## src/rtl/macc_dot_ctrl_if.sv

```systemverilog
// ============================================================================
// Module  : macc_dot_ctrl_if
// Brief   : Command, operand, macc-datapath and result signals of one MACC PE
//           sequencer, with controller (slave) and environment (master) views.
// Revision: 1.0  initial release
// ============================================================================
`default_nettype none

interface macc_dot_ctrl_if #(
    parameter int ACT_BITWIDTH = 16,
    parameter int WGT_BITWIDTH = 16,
    parameter int ACC_BITWIDTH = 64,
    parameter int LEN_BITWIDTH = 12
);
    logic                    start;
    logic [LEN_BITWIDTH-1:0] len;
    logic                    busy;

    logic                    op_valid;
    logic                    op_ready;
    logic [ACT_BITWIDTH-1:0] a_in;
    logic [WGT_BITWIDTH-1:0] w_in;

    logic [ACT_BITWIDTH-1:0] macc_a;
    logic [WGT_BITWIDTH-1:0] macc_w;
    logic [ACC_BITWIDTH-1:0] macc_sum;
    logic [ACC_BITWIDTH:0]   macc_out;

    logic                    res_valid;
    logic                    res_ready;
    logic [ACC_BITWIDTH-1:0] res_out;
    logic                    res_ovf;

    modport slave (
        input  start, len, op_valid, a_in, w_in, macc_out, res_ready,
        output busy, op_ready, macc_a, macc_w, macc_sum, res_valid, res_out, res_ovf
    );

    modport master (
        output start, len, op_valid, a_in, w_in, macc_out, res_ready,
        input  busy, op_ready, macc_a, macc_w, macc_sum, res_valid, res_out, res_ovf
    );
endinterface

`default_nettype wire

```

## src/rtl/macc_dot_ctrl.sv

```systemverilog
// ============================================================================
// Module  : macc_dot_ctrl
// Brief   : Sequences LEN activation/weight pairs through a combinational macc
//           and returns the accumulated dot product on a valid/ready port.
// Revision: 1.0  initial release
// ============================================================================
`default_nettype none

module macc_dot_ctrl #(
    parameter int ACT_BITWIDTH = 16,
    parameter int WGT_BITWIDTH = 16,
    parameter int ACC_BITWIDTH = 64,
    parameter int LEN_BITWIDTH = 12
) (
    input  wire logic     clk,
    input  wire logic     reset,
    macc_dot_ctrl_if.slave bus
);
    typedef enum logic [1:0] {
        S_IDLE = 2'd0,
        S_RUN  = 2'd1,
        S_DONE = 2'd2
    } state_t;

    state_t                  r_state;
    state_t                  w_state_nxt;
    logic [ACC_BITWIDTH-1:0] r_acc;
    logic [LEN_BITWIDTH-1:0] r_cnt;
    logic [LEN_BITWIDTH-1:0] r_len;
    logic                    r_ovf;

    logic w_beat;
    logic w_last;
    logic w_wrap;

    assign w_beat = bus.op_valid && (r_state == S_RUN);
    assign w_last = (r_cnt == r_len - 1'b1);
    // The macc result carries one guard bit; disagreement with the sign bit means wrap.
    assign w_wrap = bus.macc_out[ACC_BITWIDTH] ^ bus.macc_out[ACC_BITWIDTH-1];

    assign bus.macc_a   = bus.a_in;
    assign bus.macc_w   = bus.w_in;
    assign bus.macc_sum = r_acc;
    assign bus.res_out  = r_acc;
    assign bus.res_ovf  = r_ovf;
    assign bus.busy     = (r_state != S_IDLE);

    always_comb begin
        w_state_nxt   = r_state;
        bus.op_ready  = 1'b0;
        bus.res_valid = 1'b0;
        case (r_state)
            S_IDLE: begin
                if (bus.start) begin
                    w_state_nxt = (bus.len != '0) ? S_RUN : S_DONE;
                end
            end
            S_RUN: begin
                bus.op_ready = 1'b1;
                if (w_beat && w_last) begin
                    w_state_nxt = S_DONE;
                end
            end
            S_DONE: begin
                bus.res_valid = 1'b1;
                if (bus.res_ready) begin
                    w_state_nxt = S_IDLE;
                end
            end
            default: w_state_nxt = S_IDLE;
        endcase
    end

    always_ff @(posedge clk or posedge reset) begin
        if (reset) begin
            r_state <= S_IDLE;
        end else begin
            r_state <= w_state_nxt;
        end
    end

    always_ff @(posedge clk or posedge reset) begin
        if (reset) begin
            r_acc <= '0;
            r_cnt <= '0;
            r_len <= '0;
            r_ovf <= 1'b0;
        end else begin
            case (r_state)
                S_IDLE: begin
                    if (bus.start) begin
                        r_acc <= '0;
                        r_cnt <= '0;
                        r_ovf <= 1'b0;
                        if (bus.len != '0) begin
                            r_len <= bus.len;
                        end
                    end
                end
                S_RUN: begin
                    if (w_beat) begin
                        r_acc <= bus.macc_out[ACC_BITWIDTH-1:0];
                        r_cnt <= r_cnt + 1'b1;
                        r_ovf <= r_ovf | w_wrap;
                    end
                end
                default: begin
                end
            endcase
        end
    end
endmodule

`default_nettype wire

```

## src/flat_wrapper.sv

```systemverilog
// flat-port wrapper written by rule: the top's interface ports become plain ports
module macc_dot_ctrl_flat 
#(
    parameter int ACT_BITWIDTH = 16,
    parameter int WGT_BITWIDTH = 16,
    parameter int ACC_BITWIDTH = 64,
    parameter int LEN_BITWIDTH = 12
)
  (clk, reset, bus_start, bus_len, bus_op_valid, bus_a_in, bus_w_in, bus_macc_out, bus_res_ready, bus_busy, bus_op_ready, bus_macc_a, bus_macc_w, bus_macc_sum, bus_res_valid, bus_res_out, bus_res_ovf);
  macc_dot_ctrl_if #(.ACT_BITWIDTH(ACT_BITWIDTH), .WGT_BITWIDTH(WGT_BITWIDTH), .ACC_BITWIDTH(ACC_BITWIDTH), .LEN_BITWIDTH(LEN_BITWIDTH)) bus_i ();
  input  wire logic clk;
  input  wire logic reset;
  input wire logic [$bits(bus_i.start)-1:0] bus_start;
  input wire logic [$bits(bus_i.len)-1:0] bus_len;
  input wire logic [$bits(bus_i.op_valid)-1:0] bus_op_valid;
  input wire logic [$bits(bus_i.a_in)-1:0] bus_a_in;
  input wire logic [$bits(bus_i.w_in)-1:0] bus_w_in;
  input wire logic [$bits(bus_i.macc_out)-1:0] bus_macc_out;
  input wire logic [$bits(bus_i.res_ready)-1:0] bus_res_ready;
  output wire logic [$bits(bus_i.busy)-1:0] bus_busy;
  output wire logic [$bits(bus_i.op_ready)-1:0] bus_op_ready;
  output wire logic [$bits(bus_i.macc_a)-1:0] bus_macc_a;
  output wire logic [$bits(bus_i.macc_w)-1:0] bus_macc_w;
  output wire logic [$bits(bus_i.macc_sum)-1:0] bus_macc_sum;
  output wire logic [$bits(bus_i.res_valid)-1:0] bus_res_valid;
  output wire logic [$bits(bus_i.res_out)-1:0] bus_res_out;
  output wire logic [$bits(bus_i.res_ovf)-1:0] bus_res_ovf;
  assign bus_i.start = bus_start;
  assign bus_i.len = bus_len;
  assign bus_i.op_valid = bus_op_valid;
  assign bus_i.a_in = bus_a_in;
  assign bus_i.w_in = bus_w_in;
  assign bus_i.macc_out = bus_macc_out;
  assign bus_i.res_ready = bus_res_ready;
  assign bus_busy = bus_i.busy;
  assign bus_op_ready = bus_i.op_ready;
  assign bus_macc_a = bus_i.macc_a;
  assign bus_macc_w = bus_i.macc_w;
  assign bus_macc_sum = bus_i.macc_sum;
  assign bus_res_valid = bus_i.res_valid;
  assign bus_res_out = bus_i.res_out;
  assign bus_res_ovf = bus_i.res_ovf;
  macc_dot_ctrl #(.ACT_BITWIDTH(ACT_BITWIDTH), .WGT_BITWIDTH(WGT_BITWIDTH), .ACC_BITWIDTH(ACC_BITWIDTH), .LEN_BITWIDTH(LEN_BITWIDTH)) u_core (.clk(clk), .reset(reset), .bus(bus_i));
endmodule
```

## config.mk

```make
export PLATFORM = sky130hd
export DESIGN_NAME = macc_dot_ctrl_flat
export DESIGN_NICKNAME = d
export VERILOG_FILES = /design/src/rtl/macc_dot_ctrl_if.sv /design/src/rtl/macc_dot_ctrl.sv /design/src/flat_wrapper.sv
export SDC_FILE = /design/constraint.sdc
export NUM_CORES = 1
export LEC_CHECK = 0
export CORE_ASPECT_RATIO = 1.1
export CORE_MARGIN = 5
export CORE_UTILIZATION = 39
export CTS_BUF_LIST = sky130_fd_sc_hd__clkbuf_2 sky130_fd_sc_hd__clkbuf_4 sky130_fd_sc_hd__clkbuf_8
export DETAILED_ROUTE_END_ITERATION = 7
export PLACE_DENSITY_LB_ADDON = 0.1
export SYNTH_ARGS = -nofsm -noshare
export SYNTH_HDL_FRONTEND = slang
export SYNTH_SLANG_ARGS = --single-unit
```

## constraint.sdc

```tcl
create_clock -name clk -period 4.4 [get_ports clk]
set_input_delay 1.1 -clock clk [delete_from_list [all_inputs] [get_ports clk]]
set_output_delay 1.1 -clock clk [all_outputs]
set_load 0.01 [all_outputs]
```

==> results of run 1 <==
[layout make-up]
class	count	area, sq um
well taps	150	187.7
flip-flops and latches	91	2277
multi-input cells	188	1466
fillers	985	5106
clock buffers	9	123.9
clock inverters	7	76.32
repair buffers	218	2182
inverters	5	20.02
[placed cells by master, fill, tap and decap left out, types with 2 or more instances in the layout]
master / n
a211o_1: 3
a21oi_1: 6
a22o_1: 66
a31oi_1: 3
and3_1: 5
and4_1: 3
buf_4: 4
clkbuf_8: 9
clkdlybuf4s50_1: 213
clkinv_2: 2
clkinv_4: 2
clkinvlp_4: 2
dfrtp_1: 91
ha_1: 2
inv_1: 4
mux2_2: 10
nand2_1: 10
nand4_1: 6
nor2_1: 15
nor2b_1: 3
nor3_1: 3
nor4_1: 6
o2111ai_1: 2
o21a_1: 2
o21ai_0: 4
xnor2_1: 10
xor2_1: 13
[per-stage QoR]
step                util, %  worst slack (ps)  total power [mW]  hold slack (ps)
floorplan                 -             936.4             2.883            492.9
global placement      53.61              1140             3.937            501.3
detailed placement    53.61              1098             3.950            508.2
finish                55.36              1478             4.494            532.4
CTS                   55.36              1502             4.553            540.2
global route          55.36              1307             4.770            559.2
[synth_stat cells (2+ instances only)]
cell type and count:
a211o_1 3, a21oi_1 6, a22o_1 66, a31oi_1 3, and3_1 5, and3b_1 2, and4_1 3, buf_1 6
buf_4 96, clkbuf_1 12, dfrtp_1 91, ha_1 2, inv_1 5, mux2_2 10, nand2_1 10, nand4_1 6
nor2_1 16, nor2b_1 3, nor3_1 3, nor4_1 6, o2111ai_1 2, o21a_1 2, o21ai_0 4, xnor2_1 10
xor2_1 13
[power breakdown]
group          switching (mW)  internal [mW]
clock                   0.307          0.265
sequential              0.385           1.19
combinational           0.942           1.41
[registers in the layout (all words and copies together), names as in the netlist]
register	flops
u_core.bus.macc_sum	64
u_core.r_cnt	12
u_core.r_state	2
u_core.bus.res_ovf	1
u_core.r_len	12
[path summary, 6_finish.rpt]
check                           slack, ps  cells after the start                      end          startpoint
worst max-delay path                 1480                      5          u_core.r_len[8]           bus_start
worst min register to register        530                      2       u_core.bus.res_ovf  u_core.bus.res_ovf
worst min-delay path                  530                      2       u_core.bus.res_ovf  u_core.bus.res_ovf
max in group asynchronous            2360                      3   u_core.bus.macc_sum[7]               reset
min in group asynchronous            1230                      2  u_core.bus.macc_sum[25]               reset
worst max register to register       1760                      8        u_core.r_state[0]     u_core.r_len[0]
[cell families (layout without fill, tap and decap cells)]
family | count (synthesis) | in the layout | synth area share, %
buf+inv | 120 | 239 | 17.88
flops | 91 | 91 | 50.14
fa+ha+maj | 2 | 2 | 0.5509
xor+xnor | 23 | 23 | 4.435
compound gates | 92 | 92 | 16.78
mux | 10 | 10 | 2.479
simple gates | 61 | 61 | 7.742
[worst min-delay path, stage by stage, from the launching register on]
cell     delay (ps)
dfrtp_1         370
a21oi_1          50
nor2_1           80
[layer usage]
metal / vias to the layer above / track usage, % / share of wire (%)
met3: 12 / 6.118 / 7.7
met4: 0 / 5.259 / 1.3
met2: 156 / 27.00 / 49
met5: - / 0 / 0
met1: 1676 / 21.81 / 42
li1: 1553 / - / -
==> impl_metrics.env, run 1 <==
export IMPL_status="finished, final reports clean"
export IMPL_tns_ps=0
export IMPL_dp_hpwl_microns=9020
export IMPL_io_buffers=213
export IMPL_clock_latency_ps=350
export IMPL_root_buffer="clkbuf_8"
export IMPL_ant_nets=0
export IMPL_firstDrtPassIters=4
export IMPL_hold_viol=0
export IMPL_synthCells=399
export IMPL_htree_levels=3
export IMPL_synth_edf_count=0
export IMPL_synth_nets=515
export IMPL_placed_area_sq_um=6133
export IMPL_drc=0
export IMPL_cp_top_family="simple AND/OR/NAND/NOR gates"
export IMPL_area_delta_synth_final_pct=39.45
export IMPL_start_util_pct=39.70
export IMPL_netlist_area_sq_um=4542
export IMPL_required_ps=4640
export IMPL_worst_pin_slew_ps=905.4
export IMPL_die_w_microns=112.9
export IMPL_drt_first_iter_violations=116
export IMPL_num_io_pins=278
export IMPL_cp_data_arrival_time_ps=3170
export IMPL_slew_violations=0
export IMPL_drv_cap=0
export IMPL_worst_path_max_delay_cell="nor2b_1"
export IMPL_ys_flop_type="dfrtp_1"
export IMPL_cts_buffers=9
export IMPL_end_kind="flop"
export IMPL_critPathMaxFanout=16
export IMPL_crit_type="input pin to flop"
export IMPL_rsz0062_at_grt="false"
export IMPL_syn_avg_cell_area_sq_um=11.38
export IMPL_fin_skew_ps=6.639
export IMPL_wire_per_inst_microns=18.18
export IMPL_synth_area_leaders="dfrtp_1, buf_4, a22o_1"
export IMPL_max_freq_mhz=342.2
export IMPL_ys_warn_count=0
export IMPL_drive_gt1_share_pct=7.722
export IMPL_setup_viol=0
export IMPL_groute_usage_overall_pct=16.99
export IMPL_coreArea_sq_um=11440
export IMPL_wl_microns=12140
export IMPL_postCtsResizedCells=0
export IMPL_fin_area_sq_um=6334
export IMPL_peakVddDrop_v=0.0003149
export IMPL_hp_class="flop to flop"
export IMPL_ys_ff_latch=91
export IMPL_powerDensity_nw_per_um2=709.6
export IMPL_clockBufferDepth=2
export IMPL_post_drt_via_cell_ratio=5.085
export IMPL_gp_congestion=0.7946
export IMPL_clock_sinks=91
export IMPL_fin_cells=668
export IMPL_cp_cell_sequence="clkdlybuf4s50_1 > nor3b_2 > buf_4 > nor2b_1 > mux2_2"
export IMPL_grt_pass1_vias=3628
export IMPL_dp_cells=652
export IMPL_antenna_found_initial=0
export IMPL_grt_remaining_overflow=0
export IMPL_crit_buf_inv=2
export IMPL_clk_pin_slew_ps=90
export IMPL_p_leak_nw=2.687
export IMPL_synth_top_cell_area_share_pct=50.14
export IMPL_period_share_pct=66.42
export IMPL_relSlewSlack_pct=39.52
export IMPL_finish_net_count=629
export IMPL_vias=3397
export IMPL_grt_first_pass_wirelength_microns=18790
export IMPL_cts_tree="built"
export IMPL_seq_area_frac_synth_pct=50.14
export IMPL_die_area_sq_um=13910
export IMPL_cts_hold_buffers=0
export IMPL_critPathMaxStageDelay_ps=750
export IMPL_ys_types=39
export IMPL_rows=41
export IMPL_die_h_microns=123.2
export IMPL_start_kind="input pin"
export IMPL_synth_largest_area_cell="dfrtp_1"
export IMPL_async_flop_share_pct=100.0
export IMPL_post_cts_buffers=0
export IMPL_grt_max_degree=54
export IMPL_period_needed_ps=2922
export IMPL_insertedDiodeCount=0
Note: power is estimated with default switching activity, not from simulation.
==> run 2: changes to the inputs <==
- clock period: 4.4 -> 2.95 ns (I/O delays scaled with it)
==> run 2 against run 1 <==
Net effect:
- clock power is 64% higher
- register-to-register slack worse by 1400 ps
- sequential power is 49% higher
- die area stayed put
- final cell count stayed put
- critical path depth is 3 higher
- clock-buffer cell count is 1 higher
- power is 51% higher
- first-iteration DRC count is 6.0% higher
- via count is 0.77% lower
- core utilization is 0.21 points higher
- non-clock buffer count stayed put
- critical path type is now flop to flop
- largest cell class unchanged
==> impl_metrics.env, run 2 (synthesis results as in run 1) <==
export IMPL_status="finished, final reports clean"
export IMPL_grt_max_degree=92
export IMPL_grt_remaining_overflow=0
export IMPL_rows=41
export IMPL_critPathMaxStageDelay_ps=450
export IMPL_cts_buffers=9
export IMPL_fin_skew_ps=5.470
export IMPL_slew_violations=0
export IMPL_start_util_pct=39.70
export IMPL_htree_levels=3
export IMPL_area_delta_synth_final_pct=39.97
export IMPL_layout_setup_ws_ps=387.4
export IMPL_crit_type="flop to flop"
export IMPL_end_kind="flop"
export IMPL_p_leak_nw=2.697
export IMPL_io_buffers=213
export IMPL_firstDrtPassIters=4
export IMPL_groute_usage_overall_pct=17.05
export IMPL_insertedDiodeCount=0
export IMPL_cp_data_arrival_time_ps=2800
export IMPL_worst_pin_slew_ps=984.0
export IMPL_cp_cell_sequence="inv_1 > ha_1 > nor4b_4 > xnor2_1 > or4_1 > a22o_1 > o41ai_2 > a21oi_1"
export IMPL_worst_path_max_delay_cell="dfrtp_1"
export IMPL_crit_buf_inv=1
export IMPL_num_io_pins=278
export IMPL_tns_ps=0
export IMPL_placement_setup_worst_slack_ps=87.31
export IMPL_finish_net_count=629
export IMPL_period_needed_ps=2563
export IMPL_peakVddDrop_v=0.0004766
export IMPL_cts_tree="built"
export IMPL_drive_gt1_share_pct=7.722
export IMPL_dp_hpwl_microns=8865
export IMPL_coreArea_sq_um=11440
export IMPL_antenna_found_initial=0
export IMPL_die_area_sq_um=13910
export IMPL_drt_first_iter_violations=123
export IMPL_required_ps=3190
export IMPL_critPathMaxFanout=7
export IMPL_wire_per_inst_microns=18.27
export IMPL_die_w_microns=112.9
export IMPL_final_common_cell="clkdlybuf4s50_1"
export IMPL_die_h_microns=123.2
export IMPL_root_buffer="clkbuf_8"
export IMPL_postCtsResizedCells=0
export IMPL_total_power_mw=6.769
export IMPL_post_drt_via_cell_ratio=5.046
export IMPL_setup_viol=0
export IMPL_drc=0
export IMPL_final_cell_mix="clkdlybuf4s50_1, dfrtp_1, a22o_1"
export IMPL_ant_nets=0
export IMPL_clock_latency_ps=350
export IMPL_hold_viol=0
export IMPL_clockBufferDepth=2
export IMPL_period_share_pct=86.87
export IMPL_post_cts_buffers=0
export IMPL_grt_pass1_vias=3635
export IMPL_gp_congestion=0.7476
export IMPL_grt_first_pass_wirelength_microns=18820
export IMPL_relSlewSlack_pct=34.24
export IMPL_cts_hold_buffers=0
export IMPL_vias=3371
export IMPL_powerDensity_nw_per_um2=1065
export IMPL_cp_top_family="simple AND/OR/NAND/NOR gates"
export IMPL_clk_pin_slew_ps=90
export IMPL_drv_cap=0
export IMPL_clock_sinks=91
export IMPL_start_kind="flop"
export IMPL_wl_microns=12200
export IMPL_largest_register_ff_count=64
export IMPL_rsz0062_at_grt="false"
export IMPL_max_freq_mhz=390.2
export IMPL_hp_class="flop to flop"
## run 2: cell types whose count changed in the layout (fill, tap and decap cells not counted), sizes merged
cell,change
bufinv,+1
clkbuf,+1
clkinv,-1
inv,-1
## run 2: layout make-up
class	instances	area (sq um)
multi-input cells	188	1466
repair buffers	218	2182
inverters	5	22.52
fillers	985	5082
clock inverters	6	90.09
clock buffers	10	131.4
well taps	150	187.7
flip-flops and latches	91	2277
## run 2: worst min-delay path, delay by kind of cell, from the launching register on
family	cells	cell delay [ps]
compound gates	1	40
flops	1	350
simple gates	1	90
## run 2: path summary, 6_finish.rpt
path	startpoint	endpoint	slack, ps	cells past startpoint
min in group asynchronous	reset	u_core.r_cnt[4]	860	3
min reg2reg	u_core.bus.res_ovf	u_core.bus.res_ovf	520	2
max reg2reg	u_core.r_len[0]	u_core.r_state[0]	390	8
max in group asynchronous	reset	u_core.bus.macc_sum[4]	1740	3
max	u_core.r_len[0]	u_core.r_state[0]	390	8
min	u_core.bus.res_ovf	u_core.bus.res_ovf	520	2
## run 2: metal layers
metal / vias up / track usage [%] / wire length (microns) / share of wire [%]
met4: 0 / 6.987 / 227 / 1.9
met2: 156 / 27.48 / 5881 / 48
met3: 22 / 5.140 / 989 / 8.1
met5: - / 0 / 0 / 0
met1: 1642 / 21.48 / 5103 / 42
li1: 1551 / - / - / -
## run 2: power breakdown
group          switching, mW  total, mW  internal [mW]
clock network          0.448      0.937          0.488
registers              0.573       2.34           1.77
logic                   1.40       3.49           2.09
total                   2.42       6.77           4.35
## run 2: metrics by stage
stage | util, % | hold WS (ps) | instance area [sq um] | std cells
after CTS | 55.57 | 529.4 | 6357 | 668
after floorplan | - | 492.9 | 4546 | 399
final | 55.57 | 517.7 | 6357 | 668
after detailed placement | 53.64 | 505.8 | 6136 | 652
after global placement | 53.64 | 501.2 | 6136 | 652
after global routing | 55.57 | 553.9 | 6357 | 668
==> run 3: changes to the inputs <==
- CELL_PAD_IN_SITES_DETAIL_PLACEMENT: not set -> 1
- CELL_PAD_IN_SITES_GLOBAL_PLACEMENT: not set -> 1
- CORE_UTILIZATION: 39 -> 28
==> run 3 against run 2 <==
Net effect:
- critical path depth stayed put
- design area is 0.96% higher
- maximum frequency is 4.1% lower
- first-iteration DRC count is 26% lower
- setup slack worse by 110 ps
- flip-flop and latch count stayed put
- clock skew is 6.0 ps higher
==> impl_metrics.env, run 3 (synthesis results as in run 1) <==
export IMPL_end_kind="flop"
export IMPL_fin_skew_ps=11.51
export IMPL_pwr_share_seq_pct=34.7
export IMPL_powerDensity_nw_per_um2=1061
export IMPL_critPathMaxStageDelay_ps=470
export IMPL_largest_register_ff_count=64
export IMPL_holdPathEnd="u_core.bus.res_ovf"
export IMPL_rr_worst_depth=8
export IMPL_grt_remaining_overflow=0
export IMPL_max_freq_mhz=374.4
export IMPL_r2r_end="u_core.r_state[0]"
export IMPL_drt_met1_wl_microns=5587
export IMPL_final_cell_mix="clkdlybuf4s50_1, dfrtp_1, a22o_1"
export IMPL_drc=0
export IMPL_fill_cells=1716
export IMPL_htree_levels=3
export IMPL_drt_first_iter_violations=91
export IMPL_total_power_mw=6.808
export IMPL_required_ps=3200
export IMPL_groute_usage_overall_pct=14.84
export IMPL_dp_cells=702
export IMPL_wl_microns=14160
export IMPL_slew_violations=0
export IMPL_worst_path_max_delay_cell="dfrtp_1"
export IMPL_cts_buffers=9
export IMPL_p_leak_nw=2.702
export IMPL_firstDrtPassIters=4
export IMPL_gp_congestion=0.7072
export IMPL_ant_nets=0
export IMPL_whs_ps=505.8
export IMPL_relSlewSlack_pct=35.46
export IMPL_die_area_sq_um=18870
export IMPL_maxUsedRoutingLayer="met4"
export IMPL_tns_ps=0
export IMPL_grt_pass1_vias=3984
export IMPL_antenna_found_initial=0
export IMPL_clkPwrFrac_pct=13.0
export IMPL_vias=3434
export IMPL_start_util_pct=28.75
export IMPL_wl_met2_microns=7198
export IMPL_clockBufferDepth=2
export IMPL_drive_gt1_share_pct=7.722
export IMPL_rsz0062_at_grt="false"
export IMPL_dp_hpwl_microns=10470
export IMPL_clk_pin_slew_ps=90
export IMPL_period_share_pct=90.54
export IMPL_grt_first_pass_wirelength_microns=22200
export IMPL_fin_cells=718
export IMPL_cts_tree="built"
export IMPL_post_cts_buffers=0
export IMPL_hp_class="flop to flop"
export IMPL_rows=48
export IMPL_switchingPower_mw=2.485
export IMPL_hold_start="u_core.bus.res_ovf"
export IMPL_root_buffer="clkbuf_8"
export IMPL_hold_viol=0
export IMPL_die_w_microns=131.4
export IMPL_io_buffers=213
export IMPL_wire_per_inst_microns=19.72
export IMPL_post_drt_via_cell_ratio=4.783
export IMPL_die_h_microns=143.6
export IMPL_critPathMaxFanout=7
export IMPL_cts_hold_buffers=0
export IMPL_start_kind="flop"
export IMPL_wl_met3_microns=1138
export IMPL_drv_cap=0
export IMPL_coreArea_sq_um=15800
export IMPL_status="finished, final reports clean"
export IMPL_area_delta_synth_final_pct=41.32
export IMPL_clock_sinks=91
export IMPL_r2r_start="u_core.r_len[0]"
export IMPL_insertedDiodeCount=0
export IMPL_crit_type="flop to flop"
export IMPL_num_io_pins=278
export IMPL_final_common_cell="clkdlybuf4s50_1"
export IMPL_p_comb_share_pct=52.2
export IMPL_peakVddDrop_v=0.0004420
export IMPL_setup_viol=0
export IMPL_p_int_mw=4.324
export IMPL_grt_max_degree=92
export IMPL_p_sw_share_pct=36.49
export IMPL_fin_util_pct=40.64
export IMPL_ff2ff_setup_slack_ps=280
export IMPL_clock_latency_ps=370
export IMPL_postCtsResizedCells=0
export IMPL_period_needed_ps=2671
export IMPL_cp_data_arrival_time_ps=2920
export IMPL_holdPathStages=2
export IMPL_cp_cell_sequence="inv_1 > ha_1 > nor4b_4 > xnor2_1 > or4_1 > a22o_1 > o41ai_2 > a21oi_1"
export IMPL_finish_net_count=629
export IMPL_worst_pin_slew_ps=966.2
[run 3: cell types whose count changed in the layout (fill, tap and decap cells not counted), sizes merged]
cell,previous run,this run
clkinvlp,2,1
clkbuf,10,12
bufinv,2,1
[run 3: worst max-delay path by stage]
stage / startpoint / end / slack, ps / cells past startpoint
after floorplan: bus_start / u_core.r_len[3] / 650 / 4
after global placement: bus_len[2] / u_core.r_len[2] / 140 / 5
after detailed placement: bus_len[3] / u_core.r_len[5] / 110 / 5
after CTS: u_core.r_len[0] / u_core.r_state[0] / 220 / 8
after global routing: u_core.r_len[0] / u_core.r_state[1] / 130 / 8
final: u_core.r_len[0] / u_core.r_state[0] / 280 / 8
[run 3: layer usage]
metal | track usage [%] | vias to the layer above
li1 | - | 1553
met1 | 16.71 | 1723
met2 | 25.35 | 139
met3 | 6.548 | 19
met4 | 4.927 | 0
met5 | 0 | -
[run 3: area by class of cell]
type / count / area [sq um] / area share [%]
clock buffers: 12 / 158.9 / 2.476
repair buffers: 218 / 2195 / 34.19
flip-flops and latches: 91 / 2277 / 35.48
inverters: 5 / 22.52 / 0.3509
clock inverters: 4 / 48.80 / 0.7602
well taps: 200 / 250.2 / 3.899
multi-input cells: 188 / 1466 / 22.85
[run 3: power by group through the flow]
stage | Clock [mW] | Sequential [mW] | Combinational, mW
6_report | 0.888 | 2.37 | 3.55
5_1_grt | 0.978 | 2.48 | 3.81
4_1_cts | 0.935 | 2.39 | 3.63
3_5_place_dp | 0 | 2.38 | 3.62
3_3_place_gp | 0 | 2.39 | 3.59
2_1_floorplan | 0 | 2.40 | 1.90
[run 3: critical path: cells and delay by family, from the launching register on]
family	cells	cell delay [ps]
simple gates	2	830
compound gates	3	720
flops	1	470
fa+ha+maj	1	330
buf+inv	1	110
xor+xnor	1	110
[run 3: stage by stage]
stage / instance area, sq um / setup WS [ps]
after global routing: 6419 / 131.2
after global placement: 6211 / 143.0
after detailed placement: 6211 / 108.6
final: 6419 / 279.2
after CTS: 6419 / 223.1
after floorplan: 4546 / 646.6
